**config.mk**
```make
export PLATFORM = sky130hd
export DESIGN_NAME = tick_timebase_flat
export DESIGN_NICKNAME = d
export VERILOG_FILES = /design/src/rtl/tick_timebase_if.sv /design/src/rtl/tick_timebase.sv /design/src/flat_wrapper.sv
export SDC_FILE = /design/constraint.sdc
export NUM_CORES = 1
export LEC_CHECK = 0
export ABC_AREA = 1
export ABC_CLOCK_PERIOD_IN_PS = 3800
export CAP_MARGIN = 20
export CORE_MARGIN = 2
export CORE_UTILIZATION = 35
export DETAILED_ROUTE_END_ITERATION = 12
export GPL_ROUTABILITY_DRIVEN = 0
export GPL_TIMING_DRIVEN = 0
export SETUP_SLACK_MARGIN = 0.02
export SYNTH_ARGS = -nofsm -noshare
export SYNTH_HDL_FRONTEND = slang
export SYNTH_SLANG_ARGS = --single-unit
```
**constraint.sdc**
```tcl
create_clock -name clk -period 3.8 [get_ports clk]
set_input_delay 0.38 -clock clk [delete_from_list [all_inputs] [get_ports clk]]
set_output_delay 0.38 -clock clk [all_outputs]
set_load 0.1 [all_outputs]
```
**src/rtl/tick_timebase_if.sv**
```systemverilog
// Control/status bundle between a timebase and whatever drives it (time-setting
// logic, alarm compare, or the next cascaded timebase).
interface tick_timebase_if #(
    parameter int CNT_W = 10
);
    logic             en;
    logic             clr;
    logic             load;
    logic [CNT_W-1:0] load_val;
    logic             tick;
    logic [CNT_W-1:0] count;
    logic             wrap;
    logic             running;

    modport master (
        output en, clr, load, load_val,
        input  tick, count, wrap, running
    );

    modport slave (
        input  en, clr, load, load_val,
        output tick, count, wrap, running
    );
endinterface

```
**src/rtl/tick_timebase.sv**
```systemverilog
// Clock prescaler producing a one-cycle tick every CLK_HZ/TICK_HZ enabled cycles,
// plus a modulo-CNT_MOD tick counter whose wrap pulse feeds the next stage.
module tick_timebase #(
    parameter int CLK_HZ  = 10_000_000,
    parameter int TICK_HZ = 1_000,
    parameter int CNT_MOD = 1000,
    parameter int CNT_W   = 10
) (
    input  logic          clk,
    input  logic          reset,
    tick_timebase_if.slave bus
);
    localparam int DIV   = CLK_HZ / TICK_HZ;
    localparam int PRE_W = $clog2(DIV);

    localparam logic [PRE_W-1:0] PRE_MAX  = PRE_W'(DIV - 1);
    localparam logic [PRE_W-1:0] PRE_ZERO = {PRE_W{1'b0}};
    localparam logic [PRE_W-1:0] PRE_ONE  = PRE_W'(1);
    localparam logic [CNT_W-1:0] CNT_MAX  = CNT_W'(CNT_MOD - 1);
    localparam logic [CNT_W-1:0] CNT_ZERO = {CNT_W{1'b0}};
    localparam logic [CNT_W-1:0] CNT_ONE  = CNT_W'(1);

    typedef enum logic [0:0] {
        ST_STOP = 1'b0,
        ST_RUN  = 1'b1
    } state_e;

    state_e           state_q;
    logic             running_q;
    logic [PRE_W-1:0] pre_q;
    logic [PRE_W-1:0] pre_d;
    logic [CNT_W-1:0] cnt_q;
    logic [CNT_W-1:0] cnt_d;
    logic             tick_q;
    logic             tick_d;
    logic             wrap_q;
    logic             wrap_d;

    // Time-setting values above the modulus are clamped rather than rejected.
    function automatic logic [CNT_W-1:0] sat_count(input logic [CNT_W-1:0] v);
        if (v > CNT_MAX) begin
            return CNT_MAX;
        end else begin
            return v;
        end
    endfunction

    // Run/stop state tracks en with one cycle of lag; clr/load leave it alone.
    always_ff @(posedge clk) begin
        if (reset) begin
            state_q   <= ST_STOP;
            running_q <= 1'b0;
        end else begin
            case (state_q)
                ST_STOP: begin
                    if (bus.en) begin
                        state_q   <= ST_RUN;
                        running_q <= 1'b1;
                    end else begin
                        state_q   <= ST_STOP;
                        running_q <= 1'b0;
                    end
                end
                ST_RUN: begin
                    if (!bus.en) begin
                        state_q   <= ST_STOP;
                        running_q <= 1'b0;
                    end else begin
                        state_q   <= ST_RUN;
                        running_q <= 1'b1;
                    end
                end
                default: begin
                    state_q   <= ST_STOP;
                    running_q <= 1'b0;
                end
            endcase
        end
    end

    // Next-state for prescaler and counter; clr beats load beats the tick event.
    always_comb begin
        pre_d  = pre_q;
        cnt_d  = cnt_q;
        tick_d = 1'b0;
        wrap_d = 1'b0;
        if (bus.clr) begin
            pre_d = PRE_ZERO;
            cnt_d = CNT_ZERO;
        end else if (bus.load) begin
            pre_d = PRE_ZERO;
            cnt_d = sat_count(bus.load_val);
        end else if (bus.en) begin
            // >= rather than == so a corrupted register recovers in one period.
            if (pre_q >= PRE_MAX) begin
                pre_d  = PRE_ZERO;
                tick_d = 1'b1;
                if (cnt_q >= CNT_MAX) begin
                    cnt_d  = CNT_ZERO;
                    wrap_d = 1'b1;
                end else begin
                    cnt_d = cnt_q + CNT_ONE;
                end
            end else begin
                pre_d = pre_q + PRE_ONE;
            end
        end else begin
            pre_d = pre_q;
        end
    end

    // Datapath registers; tick and wrap are single-cycle registered pulses.
    always_ff @(posedge clk) begin
        if (reset) begin
            pre_q  <= PRE_ZERO;
            cnt_q  <= CNT_ZERO;
            tick_q <= 1'b0;
            wrap_q <= 1'b0;
        end else begin
            pre_q  <= pre_d;
            cnt_q  <= cnt_d;
            tick_q <= tick_d;
            wrap_q <= wrap_d;
        end
    end

    assign bus.tick    = tick_q;
    assign bus.count   = cnt_q;
    assign bus.wrap    = wrap_q;
    assign bus.running = running_q;

endmodule
```
**src/flat_wrapper.sv**
```systemverilog
// flat-port wrapper written by rule: the top's interface ports become plain ports
module tick_timebase_flat 
#(
    parameter int CLK_HZ  = 10_000_000,
    parameter int TICK_HZ = 1_000,
    parameter int CNT_MOD = 1000,
    parameter int CNT_W   = 10
)
  (clk, reset, bus_en, bus_clr, bus_load, bus_load_val, bus_tick, bus_count, bus_wrap, bus_running);
  tick_timebase_if #(.CNT_W(CNT_W)) bus_i ();
  input  logic clk;
  input  logic reset;
  input wire logic [$bits(bus_i.en)-1:0] bus_en;
  input wire logic [$bits(bus_i.clr)-1:0] bus_clr;
  input wire logic [$bits(bus_i.load)-1:0] bus_load;
  input wire logic [$bits(bus_i.load_val)-1:0] bus_load_val;
  output wire logic [$bits(bus_i.tick)-1:0] bus_tick;
  output wire logic [$bits(bus_i.count)-1:0] bus_count;
  output wire logic [$bits(bus_i.wrap)-1:0] bus_wrap;
  output wire logic [$bits(bus_i.running)-1:0] bus_running;
  assign bus_i.en = bus_en;
  assign bus_i.clr = bus_clr;
  assign bus_i.load = bus_load;
  assign bus_i.load_val = bus_load_val;
  assign bus_tick = bus_i.tick;
  assign bus_count = bus_i.count;
  assign bus_wrap = bus_i.wrap;
  assign bus_running = bus_i.running;
  tick_timebase #(.CLK_HZ(CLK_HZ), .TICK_HZ(TICK_HZ), .CNT_MOD(CNT_MOD), .CNT_W(CNT_W)) u_core (.clk(clk), .reset(reset), .bus(bus_i));
endmodule
```
==> results summary, run 1 <==
The run finished with clean final reports. The leftover overflow at the end of global routing is 0. The number of synthesized flops with an enable pin is 0. The area of the mapped netlist is 1608 um2. By count the netlist is led by 69 x nand2_1, 49 x nor2_1, 32 x inv_1.

The number of top-level pins is 28. The number of cells traversed by the worst register-to-register path came out at 8. The upper clock frequency limit came out at 438.2 MHz. The cell count of the worst hold path is 3. The final count of hold timing violations is 0.

Power spread over the standard cell area amounts to 292.1 nW/um2. The worst-path maximum fanout came out at 6. The worst pin sits at a relative slew slack of 35.09%. The total of cells resized after clock tree synthesis came out at 0. The maximum count of clock buffers along a single path came out at 2. By startpoint and endpoint, the worst setup path is classified as reg2out.

The floorplan row count came out at 24. The worst reg-to-reg setup slack is 2.13 ns. The number of DRC violations after detailed-routing iteration 0 is 83. The number of buffers and inverters on the critical path is 1. The initial antenna violation count is 0.

Clock tree synthesis selected as its root buffer the cell clkbuf_8. The count of synthesis-stage warnings from yosys is 0. Input and output buffers added on the ports amount to 26. The all-layer global routing usage is 14.45%. The core box area came out at 4384 um2. The area overhead of the layout relative to synthesis is 23.35%. The peak per-stage delay on the critical path came out at 1.17 ns.

For the worst-skew pair, the clock arrives at the later sink with an insertion delay of 0.28 ns. The most used flip-flop cell after synthesis is dfxtp_1. The remaining routing DRC violations is 0. The unique cell type count in the Yosys netlist came out at 24. The post-route standard cell area excluding fillers is 1983 um2. After legalization and detailed placement, the total HPWL measured 2699 um. After synthesis, the cell types taking the most area are dfxtp_1 34%, nand2_1 16%, nor2_1 11%. The detailed-router iteration count before antenna repair is 5. The source of the worst register-to-register timing path is u_core.bus.count[0]. The number of clock sinks came out at 27. The sort of element at the end of the critical path is an output pin. The arrival time reported for the critical path endpoint is 1.90 ns. The dominant delay contributor by cell family on the critical path is buffers and inverters. The starting utilization of the core area is 36.67%. The endpoint identified for the worst register-to-register timing path is u_core.bus.count[0]. Entering global routing, the biggest net connects 18 pins. The final total power is 0.5793 mW.

The synthesized instance count is 253. The measured slew at the worst slew-check pin is 0.9706 ns. The first-pass GRT wire length is 5954 um. The CTS buffer count came out at 3. In this run the worst setup path begins at u_core.bus.count[2]. The post-route clock period utilization came out at 60.06%. In this run, synthesis produced a sequential element count of 27.

The proportion of synthesized chip area in sequential cells came out at 33.62%. TritonCTS built the clock tree. The area of the die came out at 5152 um2.

The fraction of layout instances using a drive strength above 1 came out at 9.541%. Setup violations remaining at the end of the flow were counted as 0. The die height is 71.78 um.

Summed over all instances, the cell type with the most area after synthesis is dfxtp_1. The via count is 1,491. The instance area after placement is 1933 um2. The clock-pin slew reported for the worst setup and hold paths after clock tree synthesis is 0.10 ns.

The analysis attributes to cell leakage a power of 0.8543 nW. The via count of the first global-routing pass came out at 1,416. The net count of the finished layout came out at 301.

The required time of the critical path came out at 3.42 ns. Using the TritonRoute via totals, the vias-per-cell ratio works out to 4.451. Following the worst setup path forward leads to its endpoint at bus_count[2]. The count of fill cells added during filler insertion is 466. The routed wirelength normalized by instance count is 10.50 um. STA classifies the critical path startpoint as a flop.

The number of nets in the synthesized netlist came out at 270. The setup TNS came out at 0 ns. The area share of the largest cell type after synthesis is 33.62%.

The share of async-settable or async-resettable flops after synthesis is 0%. The routed wire length came out at 3518 um. The path class of the tightest hold or removal check is in2reg. The number of setup buffers added after CTS is 0. On the critical path, the stage with the largest delay is an instance of clkdlybuf4s50_1. 0 antenna diodes ended up in the layout. The critical path depth is 1. The signal on the critical path passes through clkdlybuf4s50_1. The count of nets left with antenna violations after detail routing came out at 0. The maximum resistive drop on vdd came out at 0.0002204 V. The library cell with the highest instance count after synthesis is nand2_1.

The time the final worst path needs with I/O delays and setup came out at 2.282 ns. The number of max-capacitance violations reported is 0. The worst clock skew came out at 0.004879 ns. The maximum level of the CTS H-tree is 1. Setup repair after global routing left no endpoint under its margin. The die is 71.78 um wide. The number of slew-limit violations in the final report is 0. Buffers inserted to repair hold after CTS numbered 0. The mean area per synthesized cell is 6.355 um2.
registers in the layout, indices dropped and copies added (netlist names):
signal            count
u_core.bus.count     10
u_core.bus.tick       1
u_core.bus.wrap       1
u_core.pre_q         14
u_core.state_q        1
layout by cell type, fill, tap and decap left out, drive strengths merged, types with 4 or more instances in the layout:
cell / netlist / routed
dfxtp: 27 / 27
clkbuf: 1 / 4
o21ai: 10 / 10
nor2: 52 / 52
nor3: 4 / 4
a21oi: 7 / 7
nand3: 19 / 19
buf: 4 / 4
inv: 35 / 36
clkdlybuf4s50: 0 / 26
nand2: 74 / 74
xor2: 9 / 9
power breakdown:
group          internal [mW]  switching, mW  total (mW)
registers              0.288        0.00600       0.294
logic                 0.0374         0.0727       0.110
clock network         0.0771         0.0980       0.175
total                  0.403          0.177       0.579
routing by layer:
metal,GRT usage (%),vias up,routed length [um]
li1,-,831,-
met1,17.67,626,1660
met2,25.10,32,1640
met3,3.797,2,192
met4,3.774,0,25
met5,0,-,0
cell families (layout without fill, tap and decap cells):
group / after synthesis / count (layout) / synth area share (%)
buf+inv: 40 / 70 / 10.43
compound gates: 17 / 17 / 5.993
xor+xnor: 12 / 12 / 6.538
simple gates: 155 / 155 / 41.87
fa+ha+maj: 2 / 2 / 1.556
flops: 27 / 27 / 33.62
cell type report:
| class | count | area, um2 | area share [%] |
|---|---|---|---|
| buffer | 5 | 36.28 | 1.830 |
| clock buffer | 3 | 41.29 | 2.082 |
| clock inverter | 1 | 8.758 | 0.4416 |
| inverter | 35 | 131.4 | 6.625 |
| multi-input combinational | 186 | 899.6 | 45.36 |
| sequential | 27 | 540.5 | 27.26 |
| tap | 52 | 65.06 | 3.281 |
| timing repair buffer | 26 | 260.3 | 13.12 |
stage by stage:
step | instances | hold slack, ns | setup slack (ns) | utilization (%)
final | 335 | 0.4648 | 1.518 | 45.23
after global routing | 335 | 0.4646 | 1.478 | 45.23
after CTS | 335 | 0.4386 | 1.502 | 45.23
after detailed placement | 331 | 0.4913 | 1.827 | 44.09
after global placement | 331 | 0.4817 | 1.824 | 44.09
after floorplan | 253 | 0.4524 | 1.565 | -
worst min-delay path by stage:
stage / startpoint / endpoint / slack [ns]
4_1_cts: bus_en / u_core.pre_q[1] / 0.44
3_5_place_dp: u_core.pre_q[1] / u_core.pre_q[1] / 0.49
2_1_floorplan: reset / u_core.state_q / 0.45
3_3_place_gp: u_core.pre_q[1] / u_core.pre_q[1] / 0.48
6_report: bus_en / u_core.pre_q[1] / 0.46
5_1_grt: bus_en / u_core.bus.tick / 0.46
(Power assumes the default switching activity.)
==> inputs of run 2 (changes only) <==
--- a/config.mk
+++ b/config.mk
@@ -6,7 +6,7 @@
 export NUM_CORES = 1
 export LEC_CHECK = 0
 export ABC_AREA = 1
-export ABC_CLOCK_PERIOD_IN_PS = 3800
+export ABC_CLOCK_PERIOD_IN_PS = 2000
 export CAP_MARGIN = 20
 export CORE_MARGIN = 2
 export CORE_UTILIZATION = 35
==> constraint.sdc (replaced) <==
create_clock -name clk -period 2 [get_ports clk]
set_input_delay 0.2 -clock clk [delete_from_list [all_inputs] [get_ports clk]]
set_output_delay 0.2 -clock clk [all_outputs]
set_load 0.1 [all_outputs]
==> run 2 against run 1 <==
Against the previous run:
- clock skew shrank 0.0034 ns
- largest cell class unchanged
- non-clock buffer count unchanged
- critical endpoint is now bus_tick
- combinational power grew 85%
- first-iteration DRC count increased by 9.6%
==> results summary, run 2 (synthesis gave the netlist of run 1 again) <==
The all-layer global routing usage was 15.27% (+0.82 points). TritonCTS built the clock tree. The count of nets left with antenna violations after detail routing was 0 (unchanged). For this design, the slowest cell found on the critical path is clkdlybuf4s50_1.

The net count of the finished layout is 301 (unchanged). The number of buffers and inverters on the critical path was 1 (unchanged). The worst setup path is captured at an output pin. The power per cell area came to 550.5 nW/um2 (+88%).

The via count of the first global-routing pass came out at 1,413 (-0.21%). Relative to the synthesized area, the layout overhead comes to 22.72%. The die outline width came out at 71.78 um (unchanged). The count of final setup violators is 0 (unchanged). The fraction of layout instances using a drive strength above 1 came out at 10.60% (+1.1 points). The routed wirelength normalized by instance count came out at 10.56 um (+0.60%). STA classifies the critical path startpoint as a flop. The clock-pin slew reported for the worst setup and hold paths after clock tree synthesis came out at 0.10 ns (about the same). The peak per-stage delay on the critical path is 1.12 ns (-0.05 ns).

The final total power is 1.086 mW (+88%). The post-route standard cell area excluding fillers is 1973 um2 (-0.50%). The final count of hold timing violations is 0 (unchanged). The via count is 1,505 (+0.94%). After layout, the worst path uses 95.85% of the clock period. The via count normalized by instance count is 4.493 (+0.94%). The HPWL after detailed placement is 2655 um (-1.6%). The die height is 71.78 um (unchanged). The worst clock skew was 0.001456 ns (-0.003423 ns). The count of fill cells added during filler insertion came out at 473 (+1.5%). Setup repair after global routing left no endpoint under its margin. The maximum number of pins on one net before global-route repair is 16 (-2). The floorplan row count came to 24 (unchanged).

The tightest min-delay check is of the in2reg type. The instance area after placement came out at 1937 um2 (+0.19%). The maximum count of clock buffers along a single path is 2 (unchanged). The static leakage power is 0.9167 nW (+7.3%). The detailed-router iteration count before antenna repair is 4 (-1). The number of max-capacitance violations reported came out at 0 (unchanged). The first-pass GRT wire length was 6210 um (+4.3%). The register with the most flip-flops in the final layout is u_core.pre_q.

The time the final worst path needs with I/O delays and setup is 1.917 ns. The flip-flop count of the largest register, all copies and words added came out at 14 (unchanged). The final antenna diode count is 0 (unchanged). The initial antenna violation count came out at 0 (unchanged).

Walking the worst path, the cells encountered are clkdlybuf4s50_1. The arrival time reported for the critical path endpoint is 1.72 ns (-0.18 ns). The library cell used most frequently in the layout, excluding fill and tap cells, is nand2_1. The core box area came out at 4384 um2 (unchanged). The kind of cell with the highest combined delay along the critical path is buffers and inverters. The number of DRC violations after detailed-routing iteration 0 is 91 (+9.6%).

The leftover overflow at the end of global routing came out at 0 (unchanged). The remaining routing DRC violations is 0 (unchanged). The run finished with clean final reports. The number of top-level pins came out at 28 (unchanged). The number of hold buffers added after cts came out at 0 (unchanged).

Static timing analysis puts the maximum clock frequency at 521.6 MHz. The required time of the critical path is 1.80 ns (-1.62 ns). The area of the die came to 5152 um2 (unchanged). The setup TNS came out at 0 ns (unchanged). The number of clock sinks was 27 (unchanged). The measured slew at the worst slew-check pin is 0.9726 ns (+0.001931 ns).

The worst-path maximum fanout is 1 (-5). The starting utilization of the core area is 36.67% (unchanged). The insertion delay of the later-clocked pin in the worst-skew pair came out at 0.28 ns (about the same).

The routed wire length came out at 3539 um (+0.60%). The maximum level of the CTS H-tree is 1 (unchanged). The number of slew-limit violations in the final report is 0 (unchanged). The tree is rooted in a clkbuf_8. The maximum resistive drop on vdd came to 0.0004869 V (+120%). The critical path is of the reg2out type. The relative slew slack is 35.06% (about the same).

The top cell types in the final layout, fill and taps aside, are 69 x nand2_1, 49 x nor2_1, 32 x inv_1, 24 x dfxtp_1, 16 x nand3_1. The CTS buffer count is 3 (unchanged). The number of port buffers came to 26 (unchanged).
## run 2: changes by cell type in the layout (fill, tap and decap cells not counted)
cell and delta:
clkdlybuf4s50_1 -11, clkinv_2 +1, dfxtp_2 +3, dlygate4sd2_1 +10
dfxtp_1 -3, inv_6 -1, dlymetal6s2s_1 +1
## run 2: metal layers
| layer | vias up | part of all wire, % | track usage [%] |
|---|---|---|---|
| li1 | 834 | - | - |
| met1 | 643 | 48 | 19.34 |
| met2 | 26 | 47 | 26.54 |
| met3 | 2 | 4.5 | 3.938 |
| met4 | 0 | 0.76 | 2.516 |
| met5 | - | 0 | 0 |
## run 2: power breakdown
group | leakage [nW] | switching (mW) | internal, mW | total (mW)
logic | 0.671 | 0.138 | 0.0654 | 0.204
registers | 0.220 | 0.0110 | 0.548 | 0.559
clock network | 0.0255 | 0.184 | 0.140 | 0.324
total | 0.917 | 0.333 | 0.753 | 1.09
## run 2: final cells by class
type / count / area [um2] / area share (%)
Multi-Input combinational cell: 186 / 899.6 / 45.59
Sequential cell: 27 / 544.3 / 27.58
Timing Repair Buffer: 26 / 250.2 / 12.68
Inverter: 35 / 131.4 / 6.658
Tap cell: 52 / 65.06 / 3.297
Clock buffer: 3 / 41.29 / 2.093
Buffer: 5 / 36.28 / 1.839
Clock inverter: 1 / 5.005 / 0.2536
## run 2: timing repair
item | 4_1_cts | 5_1_grt
endpoints found under the hold margin | 0 | 0
resized for setup | 10 | 1
endpoints found under the setup margin | 10 | 1
buffers inserted | 0 | 0
## run 2: stage by stage
stage	hold WS (ns)	util [%]	instances	setup slack, ns
global placement	0.4834	44.18	331	0.2451
global route	0.2783	45.01	335	0.03374
finish	0.2805	45.01	335	0.08295
floorplan	0.2724	-	253	0.02110
detailed placement	0.4895	44.18	331	0.2387
CTS	0.2760	44.95	335	0.04886
## run 2: worst paths after layout
kind         depth (start not counted)             endpoint           startpoint  slack, ns
max                                  1             bus_tick      u_core.bus.tick       0.08
min                                  3      u_core.pre_q[1]               bus_en       0.28
min reg2reg                          2      u_core.pre_q[1]      u_core.pre_q[1]       0.50
max reg2reg                          8  u_core.bus.count[3]  u_core.bus.count[0]       0.42
==> inputs of run 3 (changes only) <==
==> constraint.sdc (replaced) <==
create_clock -name clk -period 2 [get_ports clk]
set_input_delay 0.2 -clock clk [delete_from_list [all_inputs] [get_ports clk]]
set_output_delay 0.2 -clock clk [all_outputs]
set_load 0.05 [all_outputs]
==> results of run 3 <==
The final DEF is identical to that of run 1. Status: completed.
Main changes from that run: setup slack after placement 1.827 ns -> 0.3235 ns; setup slack after layout 1.518 ns -> 0.2293 ns; hold slack 0.4648 ns -> 0.2848 ns; register-to-register setup slack 2.13 ns -> 0.33 ns; total power 0.5793 mW -> 1.066 mW; worst IR drop on VDD 0.0002204 V -> 0.0004180 V
